**config.mk**
```make
export PLATFORM = sky130hd
export DESIGN_NAME = midi_rx_parser
export DESIGN_NICKNAME = d
export VERILOG_FILES = /design/src/rtl/midi_rx_parser.sv
export SDC_FILE = /design/constraint.sdc
export NUM_CORES = 1
export LEC_CHECK = 0
export CAP_MARGIN = 10
export CORE_UTILIZATION = 55
export DETAILED_ROUTE_END_ITERATION = 10
export PLACE_DENSITY = 0.78
export SKIP_CTS_REPAIR_TIMING = 1
export SLEW_MARGIN = 20
export SYNTH_ARGS = -nofsm -noshare
export SYNTH_HDL_FRONTEND = slang
export SYNTH_SLANG_ARGS = --single-unit
```
**constraint.sdc**
```tcl
create_clock -name clk -period 2.5 [get_ports clk]
set_input_delay 0.75 -clock clk [delete_from_list [all_inputs] [get_ports clk]]
set_output_delay 0.75 -clock clk [all_outputs]
set_load 0.03 [all_outputs]
```
**src/rtl/midi_rx_parser.sv**
```systemverilog
// MIDI 31250-baud 8N1 receiver with channel-voice message assembly and running status.
// Optional MIDI_CHANNEL_FILTER_EN: report only messages on channel CHANNEL.
module midi_rx_parser #(
  parameter int CLK_FREQ  = 50000000,
  parameter int BAUD_RATE = 31250,
  parameter int CHANNEL   = 0
) (
  input  logic       clk,
  input  logic       rst,
  input  logic       rx_serial,
  output logic [7:0] rx_byte,
  output logic       rx_byte_valid,
  output logic       frame_err,
  output logic [7:0] msg_status,
  output logic [6:0] msg_data1,
  output logic [6:0] msg_data2,
  output logic       msg_valid
);
  localparam int BIT_CNT = CLK_FREQ / BAUD_RATE;
  localparam int CW      = $clog2(BIT_CNT);
  localparam logic [CW-1:0] HALF_LD = CW'(BIT_CNT / 2 - 1);
  localparam logic [CW-1:0] FULL_LD = CW'(BIT_CNT - 1);
`ifdef MIDI_CHANNEL_FILTER_EN
  localparam bit FILTER = 1'b1;
`else
  localparam bit FILTER = 1'b0;
`endif

  typedef enum logic [2:0] {IDLE, START, DATA, STOP, WAIT_HIGH} state_t;

  logic       s1, s2, s_prev, armed, fall;
  logic [1:0] sync_vld;

  // armed only after a genuinely sampled high, so a line low at reset release
  // cannot masquerade as a falling edge against the reset value of the flops
  always_ff @(posedge clk or negedge rst) begin
    if (!rst) begin
      s1       <= 1'b1;
      s2       <= 1'b1;
      s_prev   <= 1'b1;
      sync_vld <= '0;
      armed    <= 1'b0;
    end else begin
      s1       <= rx_serial;
      s2       <= s1;
      s_prev   <= s2;
      sync_vld <= {sync_vld[0], 1'b1};
      if (sync_vld[1] && s2) armed <= 1'b1;
    end
  end

  assign fall = armed && s_prev && !s2;

  state_t          state, state_n;
  logic [CW-1:0]   cnt, cnt_n;
  logic [2:0]      bit_idx, bit_n;
  logic [7:0]      shreg, sh_n;
  logic            byte_ok, ferr, expire;

  always_ff @(posedge clk or negedge rst) begin
    if (!rst) begin
      state         <= IDLE;
      cnt           <= '0;
      bit_idx       <= '0;
      shreg         <= '0;
      rx_byte       <= '0;
      rx_byte_valid <= 1'b0;
      frame_err     <= 1'b0;
    end else begin
      state         <= state_n;
      cnt           <= cnt_n;
      bit_idx       <= bit_n;
      shreg         <= sh_n;
      rx_byte_valid <= byte_ok;
      frame_err     <= ferr;
      if (byte_ok) rx_byte <= shreg;
    end
  end

  always_comb begin
    expire  = (cnt == '0);
    state_n = state;
    cnt_n   = expire ? cnt : cnt - 1'b1;
    bit_n   = bit_idx;
    sh_n    = shreg;
    byte_ok = 1'b0;
    ferr    = 1'b0;
    case (state)
      IDLE: if (fall) begin
        state_n = START;
        cnt_n   = HALF_LD;
      end
      START: if (expire) begin
        if (!s2) begin
          state_n = DATA;
          cnt_n   = FULL_LD;
          bit_n   = '0;
        end else begin
          state_n = IDLE;
        end
      end
      DATA: if (expire) begin
        sh_n  = {s2, shreg[7:1]};
        cnt_n = FULL_LD;
        if (bit_idx == 3'd7) state_n = STOP;
        else                 bit_n   = bit_idx + 3'd1;
      end
      STOP: if (expire) begin
        if (s2) begin
          byte_ok = 1'b1;
          state_n = IDLE;
        end else begin
          ferr    = 1'b1;
          state_n = WAIT_HIGH;
        end
      end
      WAIT_HIGH: if (s2) state_n = IDLE;
      default: state_n = IDLE;
    endcase
  end

  // Message assembly; run_st[7] doubles as the "running status valid" flag
  logic [7:0] run_st;
  logic       have_d1, one_byte, done, chan_ok;
  logic [6:0] d1_q, d1_n, d2_n;

  assign one_byte = (run_st[7:5] == 3'b110);
  assign chan_ok  = !FILTER || (run_st[3:0] == 4'(CHANNEL));
  assign d1_n     = have_d1 ? d1_q : rx_byte[6:0];

  always_comb begin
    done = 1'b0;
    d2_n = rx_byte[6:0];
    if (rx_byte_valid && !rx_byte[7] && run_st[7]) begin
      if (have_d1) begin
        done = 1'b1;
      end else if (one_byte) begin
        done = 1'b1;
        d2_n = '0;
      end
    end
  end

  always_ff @(posedge clk or negedge rst) begin
    if (!rst) begin
      run_st     <= '0;
      have_d1    <= 1'b0;
      d1_q       <= '0;
      msg_status <= '0;
      msg_data1  <= '0;
      msg_data2  <= '0;
      msg_valid  <= 1'b0;
    end else begin
      msg_valid <= 1'b0;
      if (rx_byte_valid) begin
        if (rx_byte[7]) begin
          if (rx_byte[7:4] != 4'hF) begin
            run_st  <= rx_byte;
            have_d1 <= 1'b0;
          end else if (!rx_byte[3]) begin
            run_st  <= '0;
            have_d1 <= 1'b0;
          end
        end else if (run_st[7]) begin
          if (done) begin
            have_d1 <= 1'b0;
          end else begin
            have_d1 <= 1'b1;
            d1_q    <= rx_byte[6:0];
          end
        end
      end
      if (done && chan_ok) begin
        msg_status <= run_st;
        msg_data1  <= d1_n;
        msg_data2  <= d2_n;
        msg_valid  <= 1'b1;
      end
    end
  end
endmodule

```
==> key figures, run 1 <==
Critical path
  • Buf/Inv on CP: 1
  • Setup crit start kind: register
  • Crit Path Max Fanout: 7
  • CP endpoint kind: primary output
  • CP peak stage delay: 0.74 ns
  • Slowest cell on crit path: clkdlybuf4s50_1
  • CP cell instances: clkdlybuf4s50_1
  • Family with the most delay on the worst path: buffers and inverters
  • Worst EP arrival: around 1.6 ns
  • Required time worst endpoint: between 1.5 and 2 ns
  • WS Path Type: reg2out

Pwr
  • LEAKAGE: roughly 1.9 nW
  • Total power: approximately 2.9 mW
  • Cell area power density: 700 nW/µm²
  • Peak supply drop: approximately 0.46 mV

Global route
  • GR Util All Layers: 21.9%
  • Pin count of the biggest net entering global routing: 43
  • First-pass GRT wire length: 10600 µm
  • Global route overflow: 0
  • Initial antenna violation count: 0
  • Vias in the first global route: approximately 2200

CTS
  • Clock Tree Root: clkbuf_8
  • CTS buffer count: 9
  • CTS tree: yes
  • H-tree level count: 3
  • Worst-Skew Late Latency: ~0.36 ns
  • Clock buffer depth: 2
  • Worst-path clk slew: roughly 0.08 ns
  • Clock Sink Count: 80

Synthesis
  • Syn nets: approximately 290
  • Most common flop cell mapped by yosys: dfrtp_1
  • Cell variety after synth: a little over 50
  • Post-synth EDFFs: 0
  • Flops & latches, synth: 80
  • Synth Cell Area: 3440 µm²
  • Part of the Yosys area used for sequential elements: between 50% and 60%
  • Post-synthesis instance total: between 200 and 300
  • Syn Area/Cell: between 10 and 15 µm²
  • Asr flop ratio synth: 100%
  • Synth warn: 0

Detailed routing
  • Vias after detailed routing: between 2000 and 2500
  • First drt pass iteration count: 4
  • DRC violations left: 0
  • Via density: roughly 5.7
  • Total wire length: between 6000 and 7000 µm
  • Routed wire per std cell: 16.0 µm
  • DRT iter0 DRCs: 157
  • Antenna Violating Nets Remaining: 0

Layout
  • Final Non-Filler Cells: between 300 and 400
  • Share of cells above drive strength 1: about a fifth
  • Most common cell after layout, fill and taps aside: dfrtp_1
  • Post-layout util: between 60% and 70%
  • Most frequent cells in the layout: dfrtp_1, clkdlybuf4s50_1, mux2_2, nand2_1, a22o_1
  • Synthesis-to-layout area growth: 18.8%
  • Diodes inserted: 0
  • Total Nets Final: roughly 330
  • Fill cell count: about 450

STA
  • Fin crit share: between 90% and 100%
  • Max Fclk: approximately 420 MHz
  • Setup TNS: 0 ns
  • RSZ-0062 raised after global routing: false
  • Crit path time final: 2.37 ns
  • Worst slew pin tran: 0.519 ns
  • Final Hold Fails: 0
  • Slew HR: around 65%
  • Max Slew Vio Count: 0
  • # setup viols final: 0
  • Final Skew: between 0.01 and 0.015 ns

Flow run
  • Max-cap viol count: 0

Die
  • Die ar.: ~6600 µm²
  • Horiz. Die Dim: just over 80 µm
  • CORE AREA: 5990 µm²
  • Die Ht: roughly 80 µm
  • I/O pins: 36
  • Initial Util: a little under three fifths
  • FP Rows: 28

Placement
  • DP HPWL: between 4000 and 5000 µm
  • Final RePlAce weighted congestion: ~0.84
  • Input/output buffers: 35
  • Placed Cells: between 300 and 400

Outcome
  • Status: finished clean

Worst hold path
  • Worst hold path class: reg2reg
## path summary, 6_finish.rpt
| kind | startpoint | end | slack, ns | cells after the start |
|---|---|---|---|---|
| setup / recovery | rx_byte[4] | rx_byte[4] | 0.13 | 1 |
| hold / removal | sync_vld[0] | sync_vld[1] | 0.35 | 0 |
| setup reg to reg | cnt[0] | bit_idx[0] | 0.39 | 7 |
| hold reg to reg | sync_vld[0] | sync_vld[1] | 0.35 | 0 |
| max in group asynchronous | rst | msg_data1[6] | 1.54 | 2 |
| min in group asynchronous | rst | msg_status[2] | 0.37 | 1 |
## cells in the mapped netlist, drive strengths merged (4+ instances only)
cell type	instances	area, µm²
ha	5	62.6
nor4	5	37.5
or3	5	36.3
a22o	15	131
dfrtp	77	1930
nor2	14	52.6
mux2	31	353
o21ai	12	60.1
inv	8	30.0
nor2b	5	31.3
nand3	6	35.0
mux2i	8	80.1
nand2	21	78.8
a21oi	4	20.0
clkbuf	11	41.3
## routing by layer
metal / GRT usage (%) / part of all wire (%) / wire length, µm
met1: 30.7 / 49 / 3100
met2: 32.9 / 45 / 2880
met3: 4.04 / 4.0 / 258
met4: 10.5 / 2.2 / 142
met5: 0 / 0 / 0
## state kept, by name (all words and copies together), names as in the netlist, 2 cells and up
signal	flops
shreg	8
bit_idx	3
d1_q	7
msg_status	8
rx_byte	8
sync_vld	2
state	3
cnt	11
msg_data2	7
msg_data1	7
run_st	8
## per-stage QoR
stage          setup slack (ns)  hold slack (ns)  instance area, µm²
2_1_floorplan             0.313            0.331                3440
3_3_place_gp              0.511            0.333                3890
3_5_place_dp              0.421            0.337                3890
4_1_cts                   0.138            0.355                4090
5_1_grt                  0.0716            0.368                4090
6_report                  0.129            0.352                4090
## cell families (layout without fill, tap and decap cells)
| family | after synthesis | in the layout | share of synthesized area, % |
|---|---|---|---|
| simple gates | 77 | 77 | 12.4 |
| buf+inv | 21 | 66 | 2.62 |
| compound gates | 56 | 56 | 12.2 |
| flops | 80 | 80 | 58.2 |
| other cells | 1 | 1 | 0.109 |
| fa+ha+maj | 5 | 5 | 1.82 |
| mux | 39 | 39 | 12.6 |
## power breakdown
group / leakage [nW] / internal [mW] / switching, mW
Clock: 0.0968 / 0.467 / 0.471
Sequential: 1.07 / 1.39 / 0.148
Combinational: 0.714 / 0.185 / 0.203
## cell type report
cell class	count	area, µm²	area share, %
multi-input combinational	178	1350	33.0
timing repair buffer	42	413	10.1
clock inverter	6	68.8	1.68
inverter	8	30.0	0.734
sequential	80	2010	49.0
tap	75	93.8	2.29
clock buffer	10	128	3.12
(Power assumes the default switching activity.)
==> run 2, diff against run 1 <==
- SLEW_MARGIN: 20 -> 0
==> results of run 2 <==
Same layout as run 1: the final DEF is identical, and so are final timing and power.
==> run 3, diff against run 2 <==
- MAX_ROUTING_LAYER: default -> met4
==> run 3 against run 2 <==
Compared with the run above:
- routed wire length increased by 0.60%
- register-to-register slack improved by 0.02 ns
- via count about the same
- clock power about the same
- first-iteration DRC count decreased by 28%
- sequential power about the same
- critical endpoint unchanged
- setup slack got worse by 0.0019 ns
- sequential share of layout area unchanged
- maximum frequency about the same
- core utilization unchanged
- critical path depth unchanged
==> key figures, run 3 (synthesis gave the netlist of run 1 again) <==
Detailed routing
  • Total wire length: 6420 µm
  • First drt pass iteration count: 4
  • DRC violations left: 0
  • Routed wire per std cell: approximately 16 µm
  • Via density: about 5.6
  • DRT iter0 DRCs: about 110
  • Antenna Violating Nets Remaining: 0
  • Vias after detailed routing: roughly 2300

CTS
  • Worst-Skew Late Latency: 0.36 ns
  • Worst-path clk slew: roughly 0.080 ns
  • CTS buffer count: 9
  • H-tree level count: 3
  • Clock Sink Count: 80
  • Clock Tree Root: clkbuf_8
  • Clock buffer depth: 2
  • CTS tree: yes

Layout
  • Most frequent cells in the layout: dfrtp_1, clkdlybuf4s50_1, mux2_2, nand2_1, a22o_1
  • Synthesis-to-layout area growth: 18.8%
  • Largest register by flop count: cnt
  • Diodes inserted: 0
  • Total Nets Final: roughly 330
  • Final Non-Filler Cells: between 300 and 400
  • Most common cell after layout, fill and taps aside: dfrtp_1
  • Final instance area: just over 4000 µm²
  • Share of cells above drive strength 1: 20.4%
  • Max reg flops: 11
  • Post-layout util: about two thirds

Critical path
  • Crit Path Max Fanout: 7
  • Family with the most delay on the worst path: buffers and inverters
  • Worst EP arrival: around 1.6 ns
  • CP endpoint kind: primary output
  • CP peak stage delay: 0.74 ns
  • Buf/Inv on CP: 1
  • WS Path Type: reg2out
  • Setup crit start kind: register
  • CP cell instances: clkdlybuf4s50_1
  • Slowest cell on crit path: clkdlybuf4s50_1
  • Required time worst endpoint: about 1.8 ns

Global route
  • GR Util All Layers: a little under a quarter
  • First-pass GRT wire length: approximately 11000 µm
  • Initial antenna violation count: 0
  • Global route overflow: 0
  • Pin count of the biggest net entering global routing: 43
  • Vias in the first global route: about 2200

Placement
  • Placed cell areas: around 3900 µm²
  • Placed Cells: between 300 and 400
  • Final RePlAce weighted congestion: about 0.86
  • Input/output buffers: 35
  • DP HPWL: ~4300 µm

Die
  • Initial Util: a little under three fifths
  • I/O pins: 36
  • Die Ht: approximately 80 µm
  • CORE AREA: ~6000 µm²
  • Horiz. Die Dim: just over 80 µm
  • Die ar.: ~6600 µm²
  • FP Rows: 28

STA
  • Final Hold Fails: 0
  • Setup TNS: 0 ns
  • Max Slew Vio Count: 0
  • Final Skew: ~0.013 ns
  • Fin crit share: ~95%
  • # setup viols final: 0
  • Worst slew pin tran: ~0.54 ns
  • Crit path time final: 2.37 ns
  • Slew HR: ~64%
  • Hold slack: ~0.35 ns
  • RSZ-0062 raised after global routing: false
  • Max Fclk: 421 MHz

Pwr
  • LEAKAGE: around 1.9 nW
  • Sequential power share: between 50% and 60%
  • Switch Pwr: between 0.8 and 0.9 mW
  • Clock power share: between 30% and 40%
  • Cell area power density: 701 nW/µm²
  • Comb power frac: 13.5%
  • Sw Ratio: around 29%
  • Peak supply drop: 0.455 mV
  • Int Power: between 2 and 2.5 mW

Worst hold path
  • Worst hold path class: reg2reg

Outcome
  • Status: finished clean

Flow run
  • Max-cap viol count: 0
-- run 3: cell counts in the layout (fill, tap and decap cells not counted) --
Identical to the previous run, type by type.
-- run 3: layout make-up --
class	count	area (µm²)
timing repair buffer	42	413
inverter	8	30.0
clock inverter	6	68.8
fill	454	1900
tap	75	93.8
multi-input combinational	178	1350
sequential	80	2010
clock buffer	10	128
-- run 3: path summary, 6_finish.rpt --
path	startpoint	cells after the start	slack [ns]	end
max in group asynchronous	rst	2	1.54	msg_data1[4]
max	rx_byte[4]	1	0.13	rx_byte[4]
min in group asynchronous	rst	1	0.37	msg_status[2]
min reg2reg	sync_vld[0]	0	0.35	sync_vld[1]
min	sync_vld[0]	0	0.35	sync_vld[1]
max reg2reg	cnt[0]	7	0.41	bit_idx[0]
-- run 3: per-stage QoR --
stage / setup slack, ns / total power [mW]
2_1_floorplan: 0.313 / 1.82
3_3_place_gp: 0.511 / 1.93
3_5_place_dp: 0.421 / 1.95
4_1_cts: 0.138 / 2.88
5_1_grt: 0.0716 / 3.00
6_report: 0.127 / 2.87
-- run 3: power by group through the flow --
stage          registers (mW)  logic, mW  clock network, mW
2_1_floorplan            1.51      0.303                  0
3_3_place_gp             1.55      0.378                  0
3_5_place_dp             1.56      0.394                  0
4_1_cts                  1.53      0.392              0.957
5_1_grt                  1.56      0.446              0.995
6_report                 1.54      0.389              0.940
-- run 3: routing by layer --
layer | vias to the layer above | GRT usage [%] | part of all wire (%)
met3 | 11 | 4.04 | 3.6
met2 | 43 | 32.9 | 45
met4 | 0 | 10.5 | 2.0
met1 | 1104 | 30.7 | 49
li1 | 1096 | - | -
met5 | - | - | 0
==> RTL edit 1: new RTL, flow settings as in run 2 <==
Change the parameter `CLK_FREQ` from 50000000 to 100000000.
--- a/src/rtl/midi_rx_parser.sv
+++ b/src/rtl/midi_rx_parser.sv
@@ -2,5 +2,5 @@
 // Optional MIDI_CHANNEL_FILTER_EN: report only messages on channel CHANNEL.
 module midi_rx_parser #(
-  parameter int CLK_FREQ  = 50000000,
+  parameter int CLK_FREQ  = 100000000,
   parameter int BAUD_RATE = 31250,
   parameter int CHANNEL   = 0
Formal check against the unedited RTL: same outputs for any inputs over 10 cycles, from zero or initial values and one cycle with rst low; that may be too few to reach the edited logic, so the function may still have changed.
==> RTL edit 1 against run 2 <==
Cell count is 1.5% higher. Worst setup slack gained 0.021 ns. Routed wire length is 6.9% higher. First-iteration DRC count shrank 19%. Global-route usage increased by 1.0 points. Total power down 3.0%. Via count is 4.3% higher. Sequential cell count rose by 1. Die area rose by 0.70%. Clock power grew 7%. Design area up 2.3%. Synthesized area rose by 0.73%. Non-clock buffer count grew 5.
==> RTL edit 1: results (changes against run 2) <==
----------------------------------------------------
[Global routing]
  Overall routing resource usage ... 0.229 (+0.0102)
  Initial antenna violation count ... 0 (unchanged)
  Global-route wire length before repair ... 11000 µm (+3.3%)
  Via count of the first global-routing pass ... 2184 (+0.32%)
  Maximum number of pins on one net before global-route repair ... 50 (+16%)

[Timing]
  Layout Skew ... 0.0136 ns (+0.000176 ns)
  Final hold slack ... 0.335 ns (-0.0164 ns)
  Relative slew slack ... 0.641 (-0.0103)
  Top achievable clock speed ... 426 MHz (+0.89%)

[Placement]
  Placed cell count ... 389 (+1.6%)
  Post-detailed-placement cell area ... 3970 µm² (+2.0%)
  GPL Wtd Cong ... 0.884 (+4.6%)
  Pre-CTS worst setup slack ... 0.496 ns (+0.0756 ns)
  Detail Placement HPWL ... 4600 µm (+5.8%)

[Routing]
  Vias after detailed routing ... 2352 (+4.3%)
  Final WL ... 6820 µm (+6.9%)
  Routed length on met2 ... 3090 µm (+7.3%)
  Drt via density ... 5.81 (+2.7%)
  Routed met1 length ... 3370 µm (+8.9%)
  Remaining number of nets flagged by the antenna check after routing ... 0 (unchanged)
  Wire length on met3 ... 231 µm (-10%)
  DRC marker count from the first detailed-route iteration ... 127 (-19%)

[Run status]
  Outcome ... finished clean

[Clock tree]
  H-tree Lvls ... 3 (unchanged)

[Yosys]
  Top cells by area, synth ... sky130_fd_sc_hd__dfrtp_1 (56%), sky130_fd_sc_hd__mux2_2 (10%), sky130_fd_sc_hd__a22o_1 (3.8%)
  Distinct cells, synth ... 54 (+5.9%)
  Most instantiated cells after synthesis ... sky130_fd_sc_hd__dfrtp_1 (78), sky130_fd_sc_hd__mux2_2 (32), sky130_fd_sc_hd__a22o_1 (15)
  Post-synthesis sequential area ratio ... 0.585 (+0.00301)
  Nets in the synthesized netlist ... 286 (-0.35%)
  Post-Syn Area per Cell ... 12.5 µm² (+1.1%)

[Layout]
  Final-stage net count ... 333 (+1.8%)
  Largest register FFs ... 12 (+1)
  Ratio of cells with drive above 1 in the final layout ... 0.215 (+0.0114)
  Final-layout fill cell count ... 419 (-7.7%)
  Area of the multi-input gates ... 1360 µm² (+0.93%)

[Worst setup path]
  End of the worst register-to-register path ... rx_byte[1]
  Arrival time reported for the critical path endpoint ... 1.60 ns (-0.02 ns)
  Family with the most delay on the worst path ... buffers and inverters
  Reg-to-reg startpoint ... cnt[3]
  Register-to-Register Path Depth ... 5 (-2)
  Reg2Reg Setup Slack ... 0.47 ns (+0.08 ns)

[Power]
  Static leakage ... 1.92 nW (+2.0%)
  Maximum vdd drop ... 0.423 mV (-7.3%)

[Min path]
  Worst min path class ... primary input to async pin

----------------------------------------------------
==> RTL edit 1: layout make-up <==
type / instances / area share
Inverter: 8 / 0.00778
Timing Repair Buffer: 47 / 0.108
Multi-Input combinational cell: 178 / 0.326
Clock inverter: 6 / 0.0176
Clock buffer: 10 / 0.0329
Sequential cell: 81 / 0.485
Tap cell: 75 / 0.0224
==> RTL edit 1: how the worst max path moves through the flow <==
stage | start | endpoint
6_report | rx_byte[4] | rx_byte[4]
5_1_grt | rx_byte[4] | rx_byte[4]
4_1_cts | rx_byte[4] | rx_byte[4]
3_5_place_dp | cnt[3] | rx_byte[3]
3_3_place_gp | rx_byte[4] | rx_byte[4]
2_1_floorplan | cnt[0] | cnt[0]
==> RTL edit 1: cell families (layout without fill, tap and decap cells) <==
family,after synthesis,count (layout),share of synthesized area
AOI/OAI and AO/OA,56,56,0.118
adders and majority gates,5,5,0.0180
buffers and inverters,19,71,0.0224
DFF,81,81,0.585
muxes,41,41,0.130
other,1,1,0.00108
and+or+nand+nor,75,75,0.126
==> RTL edit 1: power breakdown <==
part	switching [mW]	internal (mW)	leakage, nW	total, mW
clock	0.500	0.501	0.107	1.00
sequential	0.0936	1.37	1.08	1.46
combinational	0.175	0.136	0.732	0.311
==> RTL edit 1: metal layers <==
layer  vias up  track usage
met1      1172        0.338
met2        52        0.324
met5         -            0
li1       1119            -
met3         9       0.0433
met4         0        0.113
==> RTL edit 2: new RTL, flow settings as in run 2 <==
Without the edit above. The 5 states of `state_t` get a one-hot encoding in 5 bits.
--- a/src/rtl/midi_rx_parser.sv
+++ b/src/rtl/midi_rx_parser.sv
@@ -27,5 +27,5 @@
 `endif
 
-  typedef enum logic [2:0] {IDLE, START, DATA, STOP, WAIT_HIGH} state_t;
+  typedef enum logic [4:0] {IDLE = 5'b00001, START = 5'b00010, DATA = 5'b00100, STOP = 5'b01000, WAIT_HIGH = 5'b10000} state_t;
 
   logic       s1, s2, s_prev, armed, fall;
Behaviour: same outputs for any inputs over 10 cycles, from zero or initial values and one cycle with rst low; not proved beyond that.
==> RTL edit 2 against run 2 <==
Sequential power shrank 3%. Sequential cell count grew 2. Worst setup slack gained 0.033 ns. First-iteration DRC count shrank 17%. Total power is essentially flat. Synthesized area grew 4.1%. Die area grew 4.0%. Routed wire length grew 5.8%. Design area grew 3.9%.
==> RTL edit 2: results (changes against run 2) <==
----------------------------------------------------
[Yosys]
  Post-synthesis compound-gate area fraction ... 0.130 (+0.00775)
  Most instantiated cells after synthesis ... sky130_fd_sc_hd__dfrtp_1 (78), sky130_fd_sc_hd__mux2_2 (30), sky130_fd_sc_hd__a22o_1 (15)
  Multiplexer area fraction after synthesis ... 0.122 (-0.00356)
  Post-synthesis sequential area ratio ... 0.574 (-0.00866)
  Flop and latch count out of synthesis ... 82 (+2.5%)
  Xor/xnor cell area share of the yosys netlist ... 0.00489 (+0.00489)
  Fraction of the mapped netlist area in adder cells ... 0.0175 (-0.000717)
  Post-Syn Area per Cell ... 12.7 µm² (+3.0%)
  Nets in the synthesized netlist ... 290 (+1.0%)

[Routing]
  DRC marker count from the first detailed-route iteration ... 130 (-17%)
  Vias after detailed routing ... 2405 (+6.6%)
  Post-DR wirelength/cell ... 16.5 µm (+3.2%)
  Final WL ... 6750 µm (+5.8%)

[Placement]
  Detail Placement HPWL ... 4840 µm (+11%)
  Placed cell count ... 393 (+2.6%)
  Post-detailed-placement cell area ... 4060 µm² (+4.1%)
  GPL Wtd Cong ... 0.914 (+8.1%)
  Pre-CTS worst setup slack ... 0.178 ns (-0.243 ns)

[Worst setup path]
  End of the worst register-to-register path ... cnt[0]
  Family with the most delay on the worst path ... simple AND/OR/NAND/NOR gates
  WS Path Type ... flop to flop
  Arrival time reported for the critical path endpoint ... 2.58 ns (+0.96 ns)
  Reg2Reg Setup Slack ... 0.16 ns (-0.23 ns)
  Crit Path Max Fanout ... 8 (+1)
  Library cell contributing the largest single delay on the critical path ... sky130_fd_sc_hd__or4b_4

[Layout]
  Non-clock inverter total of the final layout ... 7 (-1)
  Ratio of cells with drive above 1 in the final layout ... 0.220 (+0.0162)
  Proportion of cell area occupied by multi-input gates ... 0.340 (+0.00953)
  Final-stage net count ... 335 (+2.4%)
  Count of multi-input combinational gates ... 183 (+2.8%)
  Clock network area share ... 0.0462 (-0.00182)
  Final-layout fill cell count ... 476 (+4.8%)
  Final Instance Area ... 4250 µm² (+3.9%)
  Clock buffer count ... 12 (+2)
  Sequential cell area ... 2060 µm² (+2.6%)

[Global routing]
  Via count of the first global-routing pass ... 2263 (+4.0%)
  Overall routing resource usage ... 0.221 (+0.00252)
  Maximum number of pins on one net before global-route repair ... 39 (-9.3%)

[Run status]
  Outcome ... finished clean

[Floorplan]
  Tap Cells ... 77 (+2.7%)

[Timing]
  Relative slew slack ... 0.576 (-0.0752)
  Final hold slack ... 0.358 ns (+0.00598 ns)
  Crit share post-route ... 0.935 (-0.0131)

----------------------------------------------------
[RTL edit 2: changes by cell type after synthesis, moves of 3 or more]
cell                              run 2  this run
sky130_fd_sc_hd__or4_1                1         4
sky130_fd_sc_hd__nand2_1             21        14
sky130_fd_sc_hd__nor3_1               3         8
sky130_fd_sc_hd__nor4_1               4         0
sky130_fd_sc_hd__nor2_1              14         9
sky130_fd_sc_hd__clkbuf_1            11         6
sky130_fd_sc_hd__nand3_1              5         8
[RTL edit 2: cells by family (layout without fill, tap and decap cells)]
family / Yosys count / in the layout
other: 1 / 1
flip-flops: 82 / 82
AND/OR/NAND/NOR: 73 / 73
AO/OA/AOI/OAI: 62 / 62
XOR/XNOR: 2 / 2
multiplexers: 40 / 40
adder cells (fa/ha/maj): 5 / 5
buffers and inverters: 17 / 67
[RTL edit 2: worst reg2reg max path: cells and delay by family (launching register included)]
family / cells / cell delay, ns
buf+inv: 3 / 0.31
flops: 1 / 0.42
fa+ha+maj: 2 / 0.48
simple gates: 2 / 0.72
compound gates: 2 / 0.30
[RTL edit 2: power breakdown]
| part | internal [mW] | leakage [nW] | total (mW) | switching, mW |
|---|---|---|---|---|
| clock network | 0.492 | 0.0970 | 0.956 | 0.464 |
| logic | 0.188 | 0.764 | 0.409 | 0.221 |
| registers | 1.41 | 1.10 | 1.50 | 0.0943 |
| total | 2.09 | 1.96 | 2.87 | 0.779 |
[RTL edit 2: per-layer routing]
metal	global-route usage	up-vias	routed length [µm]
li1	-	1136	-
met1	0.286	1185	3070
met2	0.350	64	3240
met3	0.0516	20	237
met4	0.109	0	199
met5	0	-	0
